==> config.mk <==
export PLATFORM = sky130hd
export DESIGN_NAME = pc_redirect_sequencer_flat
export DESIGN_NICKNAME = d
export VERILOG_FILES = /design/src/rtl/pc_redirect_if.sv /design/src/rtl/pc_redirect_sequencer.sv /design/src/flat_wrapper.sv
export SDC_FILE = /design/constraint.sdc
export NUM_CORES = 1
export LEC_CHECK = 0
export CORE_MARGIN = 2
export CORE_UTILIZATION = 45
export CTS_CLUSTER_DIAMETER = 60
export DETAILED_ROUTE_END_ITERATION = 10
export GPL_TIMING_DRIVEN = 0
export PLACE_DENSITY = 0.79
export SYNTH_ARGS = -nofsm -noshare
export SYNTH_HDL_FRONTEND = slang
export SYNTH_SLANG_ARGS = --single-unit
==> constraint.sdc <==
create_clock -name clk -period 2.11 [get_ports clk]
set_input_delay 0.211 -clock clk [delete_from_list [all_inputs] [get_ports clk]]
set_output_delay 0.211 -clock clk [all_outputs]
set_load 0.005 [all_outputs]
==> src/rtl/pc_redirect_if.sv <==
// Decode-side request bundle and PC-source mux controls for the redirect sequencer.
interface pc_redirect_if #(
  parameter int ADDR_W = 32,
  parameter int CNT_W  = 16
);
  logic              stall;
  logic              branch_taken;
  logic              j;
  logic              jr;
  logic [ADDR_W-1:0] branch_target;
  logic [ADDR_W-1:0] j_target;
  logic [ADDR_W-1:0] jr_target;
  logic [1:0]        pc_sel;
  logic [ADDR_W-1:0] target_out;
  logic              redirect_valid;
  logic              flush_out;
  logic              pending;
  logic [CNT_W-1:0]  redirect_count;

  modport master (
    output stall, branch_taken, j, jr, branch_target, j_target, jr_target,
    input  pc_sel, target_out, redirect_valid, flush_out, pending, redirect_count
  );

  modport slave (
    input  stall, branch_taken, j, jr, branch_target, j_target, jr_target,
    output pc_sel, target_out, redirect_valid, flush_out, pending, redirect_count
  );
endinterface

==> src/rtl/pc_redirect_sequencer.sv <==
// Arbitrates branch/J/JR redirects, holds them across stalls and drives a
// multi-cycle wrong-path flush of IF/ID after each issued redirect.
module pc_redirect_sequencer #(
  parameter int ADDR_W       = 32,
  parameter int FLUSH_CYCLES = 1,
  parameter int CNT_W        = 16
) (
  input logic           clk,
  input logic           rst_n,
  pc_redirect_if.slave  bus
);
  typedef enum logic [1:0] {IDLE, HOLD, FLUSH} state_t;

  localparam logic [3:0]       FLUSH_LOAD = 4'(FLUSH_CYCLES);
  localparam logic [CNT_W-1:0] CNT_ONE    = {{(CNT_W-1){1'b0}}, 1'b1};

  state_t            state, state_nx;
  logic [1:0]        pc_sel_q, pc_sel_nx;
  logic [ADDR_W-1:0] target_q, target_nx;
  logic              valid_q, valid_nx;
  logic              flush_q, flush_nx;
  logic              pending_q, pending_nx;
  logic [CNT_W-1:0]  count_q, count_nx;
  logic [3:0]        fcnt_q, fcnt_nx;
  logic [1:0]        hold_sel_q, hold_sel_nx;
  logic [ADDR_W-1:0] hold_tgt_q, hold_tgt_nx;

  logic              req_any;
  logic [1:0]        req_sel;
  logic [ADDR_W-1:0] req_tgt;
  logic              issue;
  logic [1:0]        issue_sel;
  logic [ADDR_W-1:0] issue_tgt;

  assign req_any = bus.branch_taken | bus.j | bus.jr;

  // Fixed priority: branch over J over JR; lower requests are simply dropped.
  always_comb begin
    req_sel = 2'b00;
    req_tgt = '0;
    if (bus.branch_taken) begin
      req_sel = 2'b01;
      req_tgt = bus.branch_target;
    end else if (bus.j) begin
      req_sel = 2'b10;
      req_tgt = bus.j_target;
    end else if (bus.jr) begin
      req_sel = 2'b11;
      req_tgt = bus.jr_target;
    end
  end

  always_comb begin
    state_nx    = state;
    pc_sel_nx   = 2'b00;
    target_nx   = target_q;
    valid_nx    = 1'b0;
    flush_nx    = flush_q;
    pending_nx  = 1'b0;
    count_nx    = count_q;
    fcnt_nx     = fcnt_q;
    hold_sel_nx = hold_sel_q;
    hold_tgt_nx = hold_tgt_q;
    issue       = 1'b0;
    issue_sel   = req_sel;
    issue_tgt   = req_tgt;

    case (state)
      IDLE: begin
        if (req_any) begin
          if (!bus.stall) begin
            issue = 1'b1;
          end else begin
            hold_sel_nx = req_sel;
            hold_tgt_nx = req_tgt;
            pending_nx  = 1'b1;
            state_nx    = HOLD;
          end
        end
      end
      HOLD: begin
        if (!bus.stall) begin
          issue     = 1'b1;
          issue_sel = hold_sel_q;
          issue_tgt = hold_tgt_q;
        end else begin
          pending_nx = 1'b1;
        end
      end
      FLUSH: begin
        // Requests seen here belong to wrong-path instructions and are ignored.
        if (!bus.stall) begin
          if (fcnt_q <= 4'd1) begin
            fcnt_nx  = 4'd0;
            flush_nx = 1'b0;
            state_nx = IDLE;
          end else begin
            fcnt_nx = fcnt_q - 4'd1;
          end
        end
      end
      default: state_nx = IDLE;
    endcase

    if (issue) begin
      pc_sel_nx = issue_sel;
      target_nx = issue_tgt;
      valid_nx  = 1'b1;
      flush_nx  = 1'b1;
      fcnt_nx   = FLUSH_LOAD;
      count_nx  = count_q + CNT_ONE;
      state_nx  = FLUSH;
    end
  end

  always_ff @(posedge clk or negedge rst_n) begin
    if (!rst_n) begin
      state      <= IDLE;
      pc_sel_q   <= 2'b00;
      target_q   <= '0;
      valid_q    <= 1'b0;
      flush_q    <= 1'b0;
      pending_q  <= 1'b0;
      count_q    <= '0;
      fcnt_q     <= 4'd0;
      hold_sel_q <= 2'b00;
      hold_tgt_q <= '0;
    end else begin
      state      <= state_nx;
      pc_sel_q   <= pc_sel_nx;
      target_q   <= target_nx;
      valid_q    <= valid_nx;
      flush_q    <= flush_nx;
      pending_q  <= pending_nx;
      count_q    <= count_nx;
      fcnt_q     <= fcnt_nx;
      hold_sel_q <= hold_sel_nx;
      hold_tgt_q <= hold_tgt_nx;
    end
  end

  assign bus.pc_sel         = pc_sel_q;
  assign bus.target_out     = target_q;
  assign bus.redirect_valid = valid_q;
  assign bus.flush_out      = flush_q;
  assign bus.pending        = pending_q;
  assign bus.redirect_count = count_q;
endmodule
==> src/flat_wrapper.sv <==
// flat-port wrapper written by rule: the top's interface ports become plain ports
module pc_redirect_sequencer_flat 
#(
  parameter int ADDR_W       = 32,
  parameter int FLUSH_CYCLES = 1,
  parameter int CNT_W        = 16
)
  (clk, rst_n, bus_stall, bus_branch_taken, bus_j, bus_jr, bus_branch_target, bus_j_target, bus_jr_target, bus_pc_sel, bus_target_out, bus_redirect_valid, bus_flush_out, bus_pending, bus_redirect_count);
  pc_redirect_if #(.ADDR_W(ADDR_W), .CNT_W(CNT_W)) bus_i ();
  input logic clk;
  input logic rst_n;
  input wire logic [$bits(bus_i.stall)-1:0] bus_stall;
  input wire logic [$bits(bus_i.branch_taken)-1:0] bus_branch_taken;
  input wire logic [$bits(bus_i.j)-1:0] bus_j;
  input wire logic [$bits(bus_i.jr)-1:0] bus_jr;
  input wire logic [$bits(bus_i.branch_target)-1:0] bus_branch_target;
  input wire logic [$bits(bus_i.j_target)-1:0] bus_j_target;
  input wire logic [$bits(bus_i.jr_target)-1:0] bus_jr_target;
  output wire logic [$bits(bus_i.pc_sel)-1:0] bus_pc_sel;
  output wire logic [$bits(bus_i.target_out)-1:0] bus_target_out;
  output wire logic [$bits(bus_i.redirect_valid)-1:0] bus_redirect_valid;
  output wire logic [$bits(bus_i.flush_out)-1:0] bus_flush_out;
  output wire logic [$bits(bus_i.pending)-1:0] bus_pending;
  output wire logic [$bits(bus_i.redirect_count)-1:0] bus_redirect_count;
  assign bus_i.stall = bus_stall;
  assign bus_i.branch_taken = bus_branch_taken;
  assign bus_i.j = bus_j;
  assign bus_i.jr = bus_jr;
  assign bus_i.branch_target = bus_branch_target;
  assign bus_i.j_target = bus_j_target;
  assign bus_i.jr_target = bus_jr_target;
  assign bus_pc_sel = bus_i.pc_sel;
  assign bus_target_out = bus_i.target_out;
  assign bus_redirect_valid = bus_i.redirect_valid;
  assign bus_flush_out = bus_i.flush_out;
  assign bus_pending = bus_i.pending;
  assign bus_redirect_count = bus_i.redirect_count;
  pc_redirect_sequencer #(.ADDR_W(ADDR_W), .FLUSH_CYCLES(FLUSH_CYCLES), .CNT_W(CNT_W)) u_core (.clk(clk), .rst_n(rst_n), .bus(bus_i));
endmodule
==> results of run 1 <==
[synth_stat cells (all sizes together), types with 3 or more instances]
| master | count |
|---|---|
| a21oi | 65 |
| a221oi | 32 |
| buf | 29 |
| clkbuf | 11 |
| dfrtp | 93 |
| ha | 3 |
| inv | 8 |
| nand2 | 46 |
| nand2b | 3 |
| nand3 | 5 |
| nand4 | 3 |
| nor2 | 48 |
| nor2b | 33 |
| nor3 | 8 |
| nor4 | 4 |
| o21ai | 5 |
| o31ai | 33 |
| or3 | 35 |
| xnor2 | 7 |
| xor2 | 8 |
[how the worst min path moves through the flow]
| stage | start | to |
|---|---|---|
| 2_1_floorplan | rst_n | u_core.bus.flush_out |
| 3_3_place_gp | u_core.hold_tgt_q[2] | u_core.hold_tgt_q[2] |
| 3_5_place_dp | rst_n | u_core.bus.target_out[23] |
| 4_1_cts | bus_j | u_core.state[0] |
| 5_1_grt | bus_j | u_core.state[0] |
| 6_report | bus_j | u_core.state[0] |
[where the power goes]
group	internal [mW]	leakage, nW	switching [mW]	total (mW)
clock network	0.584	0.0995	0.622	1.21
logic	1.52	1.60	1.28	2.80
registers	2.50	1.11	0.455	2.96
total	4.61	2.81	2.36	6.97
[sequential cells by signal (all words and copies together) (netlist names)]
name                       cells
u_core.hold_tgt_q             32
u_core.bus.redirect_valid      1
u_core.hold_sel_q              2
u_core.fcnt_q                  4
u_core.bus.redirect_count     16
u_core.bus.target_out         32
u_core.state                   2
u_core.bus.flush_out           1
u_core.bus.pc_sel              2
u_core.bus.pending             1
[worst reg2reg max path: stages, from the launching register on]
cell and delay [ns]:
dfrtp_1 0.45, nor3b_2 0.45, buf_2 0.31, buf_2 0.30, a21oi_1 0.11, a21oi_1 0.16
[area by class of cell]
class,count,area share (%)
sequential,93,35.1
multi-input combinational,349,31.3
timing repair buffer,155,23.7
buffer,40,3.87
tap,136,2.57
clock buffer,11,2.14
clock inverter,5,0.907
inverter,8,0.454
[what timing repair did]
item | in CTS | in global routing
buffers inserted | 0 | 0
endpoints found under the hold margin | 41 | 0
hold buffers | 1 | 0
gates resized for setup | 0 | 0
[per-layer routing]
metal  global-route usage (%)  up-vias
li1                         -     2090
met1                     32.0     2099
met2                     41.0      156
met3                     4.05       14
met4                     7.05        0
met5                        0        -
[logic make-up (layout without fill, tap and decap cells)]
family | after synthesis | after routing | share of synthesized area (%)
adders and majority gates | 3 | 3 | 0.802
and+or+nand+nor | 193 | 193 | 21.2
buffers and inverters | 48 | 219 | 6.12
muxes | 2 | 2 | 0.427
xor gates and xnor gates | 15 | 15 | 2.81
AOI/OAI and AO/OA | 136 | 136 | 18.9
DFF | 93 | 93 | 49.7
[through the flow]
step	setup TNS [ns]	std cells	utilization, %
5_1_grt	0	797	64.7
4_1_cts	0	797	64.7
3_5_place_dp	-1.47	780	62.7
2_1_floorplan	0	490	-
6_report	0	797	64.7
3_3_place_gp	-234.40	779	62.4
==> results.yml, run 1 <==
placed_design:
  dp_hpwl_um: 10200
  gp_congestion: 0.856
  portBuffers: 153
  dpl_cell_area_um2: 6410
  pre_cts_ws_ns: -0.0823
setup_path:
  rr_worst_depth: 5
  cp_top_family: "buffers and inverters"
  startpoint: "u_core.state[0]"
  crit_chain: "nor3b_2, buf_2, buf_2, a21oi_1, a21oi_1"
  timing.rr.start: "u_core.state[0]"
  path_buf_inv: 2
  crit_path_end_kind: "flop"
  r2r_end: "u_core.bus.target_out[1]"
  critPathKind: "reg -> reg"
  cp-endpoint: "u_core.bus.target_out[1]"
  crit_fanout: 10
  ff2ff_setup_slack_ns: 0.25
  worst_ep_arrival_time_ns: 2.13
  slowest_delay_ns: 0.45
  worst-path-stages: 5
  required_ns: 2.38
  crit_path_top_delay_cell: "dfrtp_1"
  cp-start-kind: "flop"
worst_hold_path:
  hold_path_depth: 3
  hold_class: "in -> reg"
sta:
  period_share_pct: 88.1
  worstMarginPinSlew_ns: 0.606
  setup_ws_ns: 0.252
  relSlewSlack_pct: 59.6
  hold_ws_ns: 0.224
  fin_crit_ns: 1.86
  hold_viol_final: 0
  clock_skew_ns: 0.00954
  fmax_ghz: 0.538
  rsz0062_at_grt: "false"
  maxSlewViolCount: 0
  setup_violations: 0
power_and_ir_drop:
  p_per_area_nw_per_um2: 1050
  fin_total_pwr_mw: 6.97
  vdd_drop_max_mv: 0.524
  p_leak_nw: 2.81
logic_synthesis:
  synth.avg_cell_area_um2: 9.56
  synthCells: 490
  yosysSeqAreaShare_pct: 49.7
  synth.distinct_cells: 33
  yosys.area.top_type_share_pct: 49.7
  synth_nets: 595
  synth_area_um2: 4680
  yosys.area.top_type: "dfrtp_1"
  async_flop_share_pct: 100
  yosysWarnings: 0
  synth.area.top_cells: "dfrtp_1, a21oi_1, a221oi_1, o31ai_1, or3_1"
  synth_top_flop_cell: "dfrtp_1"
  synth_edf_count: 0
  synth_seq_cells: 93
layout:
  drive_gt1_share_pct: 7.72
  layout_commonest_cell: "clkdlybuf4s50_1"
  final_cell_mix: "clkdlybuf4s50_1, dfrtp_1, a21oi_1"
  diodes: 0
  multi_input_area_um2: 2070
  design_area_um2: 6620
  fillers: 826
  finalNetCount: 761
  synthToLayoutAreaGrowth_pct: 41.4
  seq_area_um2: 2330
clock_network:
  numCtsBuffers: 9
  clkLatencyLatePin_ns: 0.35
  path_clk_slew_ns: 0.09
  clockRootBuffer: "clkbuf_8"
  cts_buffer_depth: 2
  h-tree-depth: 3
  cts_tree: "built"
  cts_sinks: 93
routing:
  drc_errors: 0
  wire_per_inst_um: 16.9
  m1WireLength_um: 5760
  met3_length_um: 836
  viasPerCell: 5.47
  routed-wl-met2_um: 6680
  routed.top_layer: "met4"
  num_vias: 4359
  drt_iter0_drc: 236
  drt-total-wl_um: 13500
  antenna_left: 0
  first_pass_iters: 5
global_routing:
  grt_max_degree: 53
  grt_antenna_before_repair: 0
  track_usage_pct: 24.2
  overflow: 0
  grt_pass1_vias: 4470
  grt_pass1_wl_um: 21700
floorplan:
  fp.dieH_um: 106
  die_area_um2: 11200
  coreArea_um2: 10200
  die_x_um: 106
  ios: 155
  start_util_pct: 45.8
  row_count: 37
run_status:
  outcome: "finished, final reports clean"
run:
  max_cap_viol_count: 0
No activity file was read; power rests on OpenSTA's default activity.
==> inputs of run 2 (changes only) <==
--- a/config.mk
+++ b/config.mk
@@ -7,6 +7,7 @@
 export LEC_CHECK = 0
 export CORE_MARGIN = 2
 export CORE_UTILIZATION = 45
+export CTS_BUF_LIST = sky130_fd_sc_hd__clkbuf_8
 export CTS_CLUSTER_DIAMETER = 60
 export DETAILED_ROUTE_END_ITERATION = 10
 export GPL_TIMING_DRIVEN = 0
==> run 2 against run 1 <==
Against the previous run: global-route usage is the same; critical path depth grew 2; die area is the same; clock skew is essentially flat; sequential cell count is the same; sequential share of layout area is the same; non-clock buffer count is the same; critical path type is now in -> reg; highest routed layer unchanged.
==> results.yml, run 2 (synthesis gave the netlist of run 1 again) <==
floorplan:
  fp.dieH_um: 106
  row_count: 37
  die_area_um2: 11200
  ios: 155
  coreArea_um2: 10200
  die_x_um: 106
  start_util_pct: 45.8
sta:
  fmax_ghz: 0.538
  worstMarginPinSlew_ns: 0.602
  maxSlewViolCount: 0
  clock_skew_ns: 0.00949
  setup_violations: 0
  fin_crit_ns: 1.86
  relSlewSlack_pct: 59.9
  rsz0062_at_grt: "false"
  period_share_pct: 88.2
  hold_viol_final: 0
layout:
  final_cell_mix: "clkdlybuf4s50_1, dfrtp_1, a21oi_1"
  layout_commonest_cell: "clkdlybuf4s50_1"
  diodes: 0
  design_area_um2: 6620
  finalNetCount: 761
  fin_util_pct: 64.7
  drive_gt1_share_pct: 7.72
  synthToLayoutAreaGrowth_pct: 41.4
global_routing:
  grt_pass1_wl_um: 21700
  overflow: 0
  grt_pass1_vias: 4470
  grt_max_degree: 53
  grt_antenna_before_repair: 0
  track_usage_pct: 24.2
placed_design:
  dp_hpwl_um: 10200
  gp_congestion: 0.856
  dpl_cell_area_um2: 6410
  portBuffers: 153
clock_network:
  path_clk_slew_ns: 0.09
  cts_tree: "built"
  h-tree-depth: 3
  cts_sinks: 93
  numCtsBuffers: 9
  clockRootBuffer: "clkbuf_8"
  clkLatencyLatePin_ns: 0.35
  cts_buffer_depth: 2
routing:
  drt_iter0_drc: 236
  viasPerCell: 5.48
  antenna_left: 0
  num_vias: 4369
  first_pass_iters: 5
  wire_per_inst_um: 16.9
  drt-total-wl_um: 13500
  drc_errors: 0
worst_hold_path:
  hold_class: "in -> reg"
  hold_path_depth: 3
  min_to: "u_core.state[0]"
  min_from: "bus_j"
setup_path:
  crit_path_end_kind: "flop"
  timing.rr.start: "u_core.state[0]"
  rr_worst_depth: 5
  worst_ep_arrival_time_ns: 2.08
  cp-start-kind: "primary input"
  crit_fanout: 10
  ff2ff_setup_slack_ns: 0.25
  required_ns: 2.33
  r2r_end: "u_core.bus.target_out[1]"
  critPathKind: "in -> reg"
power_and_ir_drop:
  vdd_drop_max_mv: 0.524
  p_leak_nw: 2.81
  fin_total_pwr_mw: 6.96
  p_per_area_nw_per_um2: 1050
run:
  max_cap_viol_count: 0
run_status:
  outcome: "finished, final reports clean"
## run 2: layout make-up
class,instances,area [um^2]
Clock inverter,6,63.8
Multi-Input combinational cell,349,2070
Clock buffer,10,138
Inverter,8,30.0
Tap cell,136,170
Buffer,40,256
Timing Repair Buffer,155,1570
Sequential cell,93,2330
Fill cell,826,3610
## run 2: worst max-delay path, cell delays in order
cell	delay [ns]
clkdlybuf4s50_1	0.72
nor3_1	0.10
or3_1	0.36
buf_2	0.17
clkbuf_1	0.28
nand2_1	0.15
o31ai_1	0.08
## run 2: repair_timing
| item | CTS | global route |
|---|---|---|
| hold buffers | 1 | 0 |
| hold endpoints to repair | 41 | 0 |
| setup buffers | 0 | 0 |
| resized for setup | 0 | 0 |
## run 2: worst max-delay path by stage
stage                      from                         to  slack [ns]  cells after the start
5_1_grt         u_core.state[0]   u_core.bus.target_out[4]        0.12                      5
6_report       bus_branch_taken       u_core.hold_tgt_q[0]        0.25                      7
3_3_place_gp              rst_n  u_core.bus.redirect_valid       -2.52                      1
4_1_cts         u_core.state[0]   u_core.bus.target_out[1]        0.27                      5
2_1_floorplan   u_core.state[0]   u_core.bus.target_out[0]        0.60                      8
3_5_place_dp   bus_branch_taken       u_core.hold_tgt_q[0]       -0.08                      7
## run 2: where the power goes
group          leakage (nW)  internal [mW]  switching [mW]  total (mW)
Clock                 0.104          0.579           0.622        1.20
Sequential             1.11           2.50           0.455        2.96
Combinational          1.60           1.52            1.28        2.80
## run 2: metrics by stage
stage	TNS [ns]	hold WS, ns	instances	setup slack, ns
6_report	0	0.225	797	0.250
2_1_floorplan	0	-0.0846	490	0.601
4_1_cts	0	0.218	797	0.269
3_3_place_gp	-234.40	0.459	779	-2.52
5_1_grt	0	0.235	797	0.115
3_5_place_dp	-1.47	0.227	780	-0.0823
## run 2: per-layer routing
metal  wire [um]  part of all wire (%)  track usage (%)
met1        5710                    42             32.0
met2        6680                    50             41.0
met3         898                   6.7             4.05
met4         188                   1.4             7.05
met5           0                     0                0
